$ cat config.mk
export PLATFORM = sky130hd
export DESIGN_NAME = ides8_align_ctrl
export DESIGN_NICKNAME = d
export VERILOG_FILES = /design/src/rtl/ides8_align_pkg.sv /design/src/rtl/ides8_align_ctrl.sv
export SDC_FILE = /design/constraint.sdc
export NUM_CORES = 1
export LEC_CHECK = 0
export ABC_AREA = 1
export CAP_MARGIN = 15
export CORE_MARGIN = 8
export CORE_UTILIZATION = 37
export CTS_BUF_LIST = sky130_fd_sc_hd__clkbuf_16
export CTS_CLUSTER_SIZE = 8
export DETAILED_ROUTE_END_ITERATION = 10
export PLACE_DENSITY_LB_ADDON = 0.15
export SYNTH_ARGS = -nofsm -noshare
export SYNTH_HDL_FRONTEND = slang
export SYNTH_SLANG_ARGS = --single-unit
$ cat constraint.sdc
create_clock -name PCLK -period 4.2 [get_ports PCLK]
set_clock_uncertainty 0.2 [all_clocks]
set_input_delay 0.42 -clock PCLK [delete_from_list [all_inputs] [get_ports PCLK]]
set_output_delay 0.42 -clock PCLK [all_outputs]
set_load 0.01 [all_outputs]
$ cat src/rtl/ides8_align_pkg.sv
// Shared types and constants for the IDES8 word-alignment controller.
package ides8_align_pkg;

  typedef enum logic [2:0] {
    ST_IDLE,
    ST_SETTLE,
    ST_CHECK,
    ST_SLIP,
    ST_LOCKED,
    ST_FAIL
  } align_state_e;

  localparam logic [7:0] DEFAULT_TRAIN_PATTERN = 8'h5C;

  // A pattern is only usable if no non-trivial rotation reproduces it,
  // otherwise two slip positions would both look aligned.
  function automatic logic rotations_unique(input logic [7:0] pattern);
    logic [7:0] rot;
    logic       ok;
    ok  = 1'b1;
    rot = pattern;
    for (int r = 1; r < 8; r++) begin
      rot = {rot[6:0], rot[7]};
      if (rot == pattern) ok = 1'b0;
    end
    return ok;
  endfunction

endpackage

$ cat src/rtl/ides8_align_ctrl.sv
// Bitslip controller for one IDES8 lane: pulses CALIB until the parallel
// word matches the training pattern, then reports lock or failure.
module ides8_align_ctrl
  import ides8_align_pkg::*;
#(
  parameter logic [7:0] TRAIN_PATTERN = DEFAULT_TRAIN_PATTERN,
  parameter int         SETTLE_CYCLES = 4,
  parameter int         MATCH_COUNT   = 16,
  parameter int         NUM_POS       = 8
) (
  input  logic       PCLK,
  input  logic       RESET,
  input  logic       start,
  input  logic [7:0] rx_word,
  output logic       calib,
  output logic       busy,
  output logic       locked,
  output logic       fail,
  output logic [2:0] slip_count
);

  localparam logic [3:0] SETTLE_LOAD = 4'(SETTLE_CYCLES - 1);
  localparam logic [7:0] MATCH_LAST  = 8'(MATCH_COUNT - 1);
  localparam logic [3:0] POS_LIMIT   = 4'(NUM_POS);
  localparam logic [2:0] FAIL_SLIPS  = 3'(NUM_POS % 8);

  if (!rotations_unique(TRAIN_PATTERN)) begin : g_bad_pattern
    $error("TRAIN_PATTERN rotations are not all distinct");
  end
  if (SETTLE_CYCLES < 1 || SETTLE_CYCLES > 15) begin : g_bad_settle
    $error("SETTLE_CYCLES out of range 1..15");
  end
  if (MATCH_COUNT < 1 || MATCH_COUNT > 255) begin : g_bad_match
    $error("MATCH_COUNT out of range 1..255");
  end
  if (NUM_POS < 1 || NUM_POS > 8) begin : g_bad_pos
    $error("NUM_POS out of range 1..8");
  end

  align_state_e state, state_n;
  logic [3:0]   settle_cnt, settle_n;
  logic [7:0]   match_cnt, match_n;
  logic [2:0]   slip_n;
  logic         calib_n, busy_n, locked_n, fail_n;

  always_ff @(posedge PCLK) begin
    if (RESET) begin
      state      <= ST_IDLE;
      settle_cnt <= '0;
      match_cnt  <= '0;
      slip_count <= '0;
      calib      <= 1'b0;
      busy       <= 1'b0;
      locked     <= 1'b0;
      fail       <= 1'b0;
    end else begin
      state      <= state_n;
      settle_cnt <= settle_n;
      match_cnt  <= match_n;
      slip_count <= slip_n;
      calib      <= calib_n;
      busy       <= busy_n;
      locked     <= locked_n;
      fail       <= fail_n;
    end
  end

  // rx_word is only examined in CHECK, so garbage during SETTLE or LOCKED
  // never reaches the state or the outputs.
  always_comb begin
    state_n  = state;
    settle_n = settle_cnt;
    match_n  = match_cnt;
    slip_n   = slip_count;

    case (state)
      ST_IDLE, ST_LOCKED, ST_FAIL: begin
        if (start) begin
          state_n  = ST_SETTLE;
          settle_n = SETTLE_LOAD;
          slip_n   = '0;
        end
      end
      ST_SETTLE: begin
        if (settle_cnt == '0) begin
          state_n = ST_CHECK;
          match_n = '0;
        end else begin
          settle_n = settle_cnt - 4'd1;
        end
      end
      ST_CHECK: begin
        if (rx_word == TRAIN_PATTERN) begin
          if (match_cnt == MATCH_LAST) state_n = ST_LOCKED;
          else                         match_n = match_cnt + 8'd1;
        end else begin
          match_n = '0;
          if (({1'b0, slip_count} + 4'd1) < POS_LIMIT) begin
            state_n = ST_SLIP;
          end else begin
            state_n = ST_FAIL;
            slip_n  = FAIL_SLIPS;
          end
        end
      end
      ST_SLIP: begin
        state_n  = ST_SETTLE;
        settle_n = SETTLE_LOAD;
        slip_n   = slip_count + 3'd1;
      end
      default: state_n = ST_IDLE;
    endcase

    // Outputs are registered from the next state so each one tracks its
    // state exactly, with calib confined to the single SLIP cycle.
    calib_n  = (state_n == ST_SLIP);
    busy_n   = (state_n == ST_SETTLE) || (state_n == ST_CHECK) || (state_n == ST_SLIP);
    locked_n = (state_n == ST_LOCKED);
    fail_n   = (state_n == ST_FAIL);
  end

endmodule

=== Word level (Yosys, flattened, before mapping) ===
Cells that the tools add are included.

* Logic and storage cells: 59
* Input bits: 11
* Output and inout port bits: 7
* Flip-flop bits (word level): 22

* Muxes and demuxes: 17
* Add/subtract/negate cells: 4
* Reduce and logical (&&, ||, !) cells: 11
* Equal/unequal tests: 18
* Order comparisons: 1

{| class="wikitable"
|+ Operator list
! operator !! number
|-
| two-way mux 3 bit || 8
|-
| two-way mux 8 bit || 3
|-
| case mux 8 bit (2 select lines) || 1
|-
| equality test 3 x 2 -> 1 bit (second input constant) || 4
|-
| equality test 3 bit (second input constant) || 4
|-
| case mux 3 bit (4 select lines) || 1
|-
| case mux 4 bit (3 select lines) || 1
|-
| inequality test 2 bit (second input constant) || 5
|-
| case mux 3 bit (3 select lines) || 1
|-
| adder 8 x 1 -> 8 bit (second input constant) || 1
|-
| equality test 8 x 4 -> 1 bit (second input constant) || 1
|-
| equality test 8 x 7 -> 1 bit (second input constant) || 1
|-
| two-way mux 4 bit || 2
|-
| equality test 3 x 1 -> 1 bit (second input constant) || 2
|-
| AND reduction 3 bit || 2
|-
| nonzero test 3 bit || 2
|-
| adder 3 x 1 -> 4 bit (second input constant) || 1
|-
| zero test 4 bit || 1
|-
| < comparator 4 bit (second input constant) || 1
|-
| AND reduction 4 bit || 1
|-
| subtractor 4 x 1 -> 4 bit (second input constant) || 1
|-
| adder 3 x 1 -> 3 bit (second input constant) || 1
|-
| zero test 3 bit || 1
|-
| inequality test 3 bit (second input constant) || 1
|-
| 3 further kinds || 4
|}

=== Depth between registers and ports, before layout ===
* Depth after elaboration: 8
* Gate-level depth with buffers: 10
* Gate-level depth less buffers: 10

=== Worst setup path after synthesis ===
No wires, ideal clock.

* Path kind: input -> register
* Start: in rx_word[1]
* End: reg match_cnt[3]
* Setup time: 0.132 ns
* Path slack: 2.625 ns
* Stages on the path: 8
* Arrival time: 1.243 ns
* Required time: 3.868 ns
* Buffers on the path: 0
* Cell sequence: nor2_1 -> nand2_1 -> nor2_1 -> nand2_2 -> nand2_4 -> nand2_1 -> nand2_1 -> a21oi_2

* Cells in the longest elaborated chain, start to end: 3
* Elaborated cells on any way between the ends: 5
* Classes of those cells: eq/ne (2); mux (2); reduce/logical (1)

{| class="wikitable"
|+ Ends and longest elaborated chain
! element !! line !! source
|-
| from (decl) || ides8_align_ctrl.sv:14 || <nowiki>input logic [7:0] rx_word,</nowiki>
|-
| equality test 8 x 7 -> 1 bit * || ides8_align_ctrl.sv:93 || <nowiki>if (rx_word == TRAIN_PATTERN) begin</nowiki>
|-
| inequality test 3 bit (no source line) or two-way mux 8 bit (tied branches) || -- ||
|-
| AND reduction 3 bit (no source line) or case mux 8 bit (2 select lines) (tied branches) || -- ||
|-
| to (signal assigned) || ides8_align_ctrl.sv:59 || <nowiki>match_cnt <= match_n;</nowiki>
|-
| to (decl) || ides8_align_ctrl.sv:42 || <nowiki>logic [7:0] match_cnt, match_n;</nowiki>
|}

Every way passes the cells marked *; elsewhere a longest branch is shown, timed or not.
A chain may end at the register's enable or synchronous reset.

=== Worst setup path in the final report ===
* Start: in rx_word[4]
* End: reg match_cnt[3]

The elaborated chain is that of the path after synthesis.

==> impl_metrics.env <==
export IMPL_worstPathArrival_ns=1.94
export IMPL_status="finished clean"
export IMPL_via_per_inst=4.70
export IMPL_wire_per_inst_um=10.5
export IMPL_synth_top_area_share_pct=34.5
export IMPL_vias=1241
export IMPL_routabilityCongestion=0.812
export IMPL_synthTopCellsByCount="nand2_1, inv_1, dfxtp_1"
export IMPL_fin_crit_ns=2.01
export IMPL_cp_endpoint="match_cnt[3]"
export IMPL_ant_nets=0
export IMPL_yosys_register_bits=22
export IMPL_timing_critical_path_fanout_max=10
export IMPL_crit_path_top_delay_cell="clkdlybuf4s50_1"
export IMPL_worst_path_buf_inv=2
export IMPL_syn_num_nets=215
export IMPL_fmax_mhz=496
export IMPL_ys_async_sr_fraction_pct=0
export IMPL_grt_pass1_wl_mm=4.91
export IMPL_critPathLaunch="rx_word[4]"
export IMPL_critPathKind="in2reg"
export IMPL_postCtsHoldBufs=0
export IMPL_r2r_start="settle_cnt[0]"
export IMPL_path_common_cell="nand2_1"
export IMPL_die_area_sq_um=5580
export IMPL_period_share_pct=48.0
export IMPL_post_route_drc_count=0
export IMPL_p_leak_nw=0.725
export IMPL_critPathLaunchType="input port"
export IMPL_cts_root_buf="clkbuf_16"
export IMPL_grt_pass1_vias=1162
export IMPL_worstSetupEndpointType="flop"
export IMPL_drt_iter0_markers=72
export IMPL_finalSetupViolations=0
export IMPL_final_max_slew_violation_count=0
export IMPL_antenna_found_initial=0
export IMPL_io_pins=18
export IMPL_finalHoldViolations=0
export IMPL_die_w_um=74.7
export IMPL_syn_area_per_cell_sq_um=6.37
export IMPL_maxCapViolCount=0
export IMPL_hpwl_mm=2.15
export IMPL_r2r_cells=8
export IMPL_start_util_pct=38.2
export IMPL_routed_wl_mm=2.77
export IMPL_netlist_area_sq_um=1270
export IMPL_cp_cell_sequence="clkdlybuf4s50_1 -> inv_1 -> nor2_1 -> nand2_1 -> nor2_1 -> nand2_2 -> nand2_4 -> nand2_1 -> nand2_1 -> a21oi_2"
export IMPL_powerDensity_nw_per_um2=400
export IMPL_cts_buffer_depth=2
export IMPL_relSlewSlack_pct=65.4
export IMPL_placed_cells=260
export IMPL_synthTopCellsByArea="dfxtp_1, nand2_1, inv_1"
export IMPL_synthCells=200
export IMPL_nets=234
export IMPL_cts_resized=0
export IMPL_ir_drop_v=0.000210
export IMPL_synth_edff_count=0
export IMPL_gr_total_overflow=0
export IMPL_slowest_delay_ns=0.47
export IMPL_synth_top_area_cell="dfxtp_1"
export IMPL_ys_flop_type="dfxtp_1"
export IMPL_final_cells=264
export IMPL_area_delta_synth_final_pct=25.1
export IMPL_r2r_end="settle_cnt[2]"
export IMPL_holdWs_ns=0.302
export IMPL_rsz0062_at_grt="false"
export IMPL_ys_warn_count=0
export IMPL_h_tree_depth=1
export IMPL_yosysMostFrequentCell="nand2_1"
export IMPL_hold_class="reg2reg"
export IMPL_place_port_buffers=17
export IMPL_cts_tree="built"
export IMPL_cp_num_cells=10
export IMPL_postLayoutCoreUtil_pct=47.8
export IMPL_drive_gt1_share_pct=5.96
export IMPL_cp_top_family="simple AND/OR/NAND/NOR gates"
export IMPL_worstSkewPairLatency_ns=0.25
export IMPL_die_height_um=74.7
export IMPL_grt_usage_pct=10.9
export IMPL_rows=21
export IMPL_path_clk_slew_ns=0.06
export IMPL_core_area_sq_um=3340
export IMPL_ys_types=21
export IMPL_grt_max_degree=16
export IMPL_diodes=0
export IMPL_cts_sinks=22
export IMPL_finalSetupTns_ns=0
export IMPL_dr_pass1_iters=4
export IMPL_ys_seq_area_share_pct=34.5
export IMPL_worstMarginPinSlew_ns=0.518
export IMPL_postCtsSetupBuffers=0
export IMPL_critPathRequiredTime_ns=4.12
export IMPL_cts_buffers=3
export IMPL_ff2ff_setup_slack_ns=2.45
==> cell usage in the layout, fill, tap and decap left out, types with 2 or more instances in the layout <==
cell type and n:
nand2_1 54, inv_1 33, dfxtp_1 22, nor2_1 21, nand3_1 18, clkdlybuf4s50_1 17, a21oi_1 12, nand4_1 7
o21ai_0 7, nor3_1 5, ha_1 4, xor2_1 3, clkbuf_16 3, nand2_2 2, inv_2 2, a21oi_2 2
==> where the power goes <==
group	leakage, nW	total, mW	internal, mW	switching, mW
registers	0.179	0.239	0.226	0.0134
clock network	0.0511	0.265	0.189	0.0756
logic	0.494	0.134	0.0532	0.0813
total	0.725	0.638	0.468	0.170
==> registers in the layout (all words and copies together), names as in the netlist <==
signal,flops
state,3
match_cnt,8
locked,1
busy,1
settle_cnt,4
fail,1
slip_count,3
calib,1
==> logic make-up (layout without fill, tap and decap cells) <==
logic type / Yosys count / in the layout / synth area share [%]
compound gates: 21 / 21 / 8.83
buf+inv: 38 / 56 / 11.3
xor+xnor: 3 / 3 / 2.06
flops: 22 / 22 / 34.5
simple gates: 112 / 112 / 39.4
fa+ha+maj: 4 / 4 / 3.93
==> worst min-delay path by stage <==
stage	from	to	slack, ns	depth (start not counted)
after detailed placement	slip_count[1]	slip_count[1]	0.30	2
after CTS	slip_count[1]	slip_count[1]	0.31	2
final	slip_count[1]	slip_count[1]	0.30	2
after global placement	settle_cnt[1]	settle_cnt[1]	0.30	2
after floorplan	settle_cnt[1]	settle_cnt[1]	0.27	2
after global routing	settle_cnt[1]	settle_cnt[1]	0.33	2
==> area by class of cell <==
type	instances	area [sq um]
inverters	35	131
fillers	356	1740
clock buffers	3	75.1
well taps	46	57.6
multi-input cells	140	691
flip-flops and latches	22	440
clock inverters	1	30.0
repair buffers	17	170
==> metal layers <==
metal / GRT usage (%) / vias up / part of all wire, %
li1: - / 668 / -
met4: 3.26 / 0 / 1.0
met2: 18.6 / 25 / 46
met1: 12.8 / 544 / 48
met5: 0 / - / 0
met3: 3.33 / 4 / 4.7
==> per-stage QoR <==
step	cell area (sq um)	total power [mW]	setup slack (ns)
2_1_floorplan	1270	0.340	2.62
3_3_place_gp	1490	0.378	1.98
3_5_place_dp	1490	0.379	1.89
4_1_cts	1600	0.649	2.16
5_1_grt	1600	0.681	2.01
6_report	1600	0.638	2.19
==> tightest hold or removal path, stage by stage (launching register included) <==
cell and delay (ns):
dfxtp_1 0.33, nand2_1 0.07, a21oi_1 0.05
No activity file was read; power rests on OpenSTA's default activity.
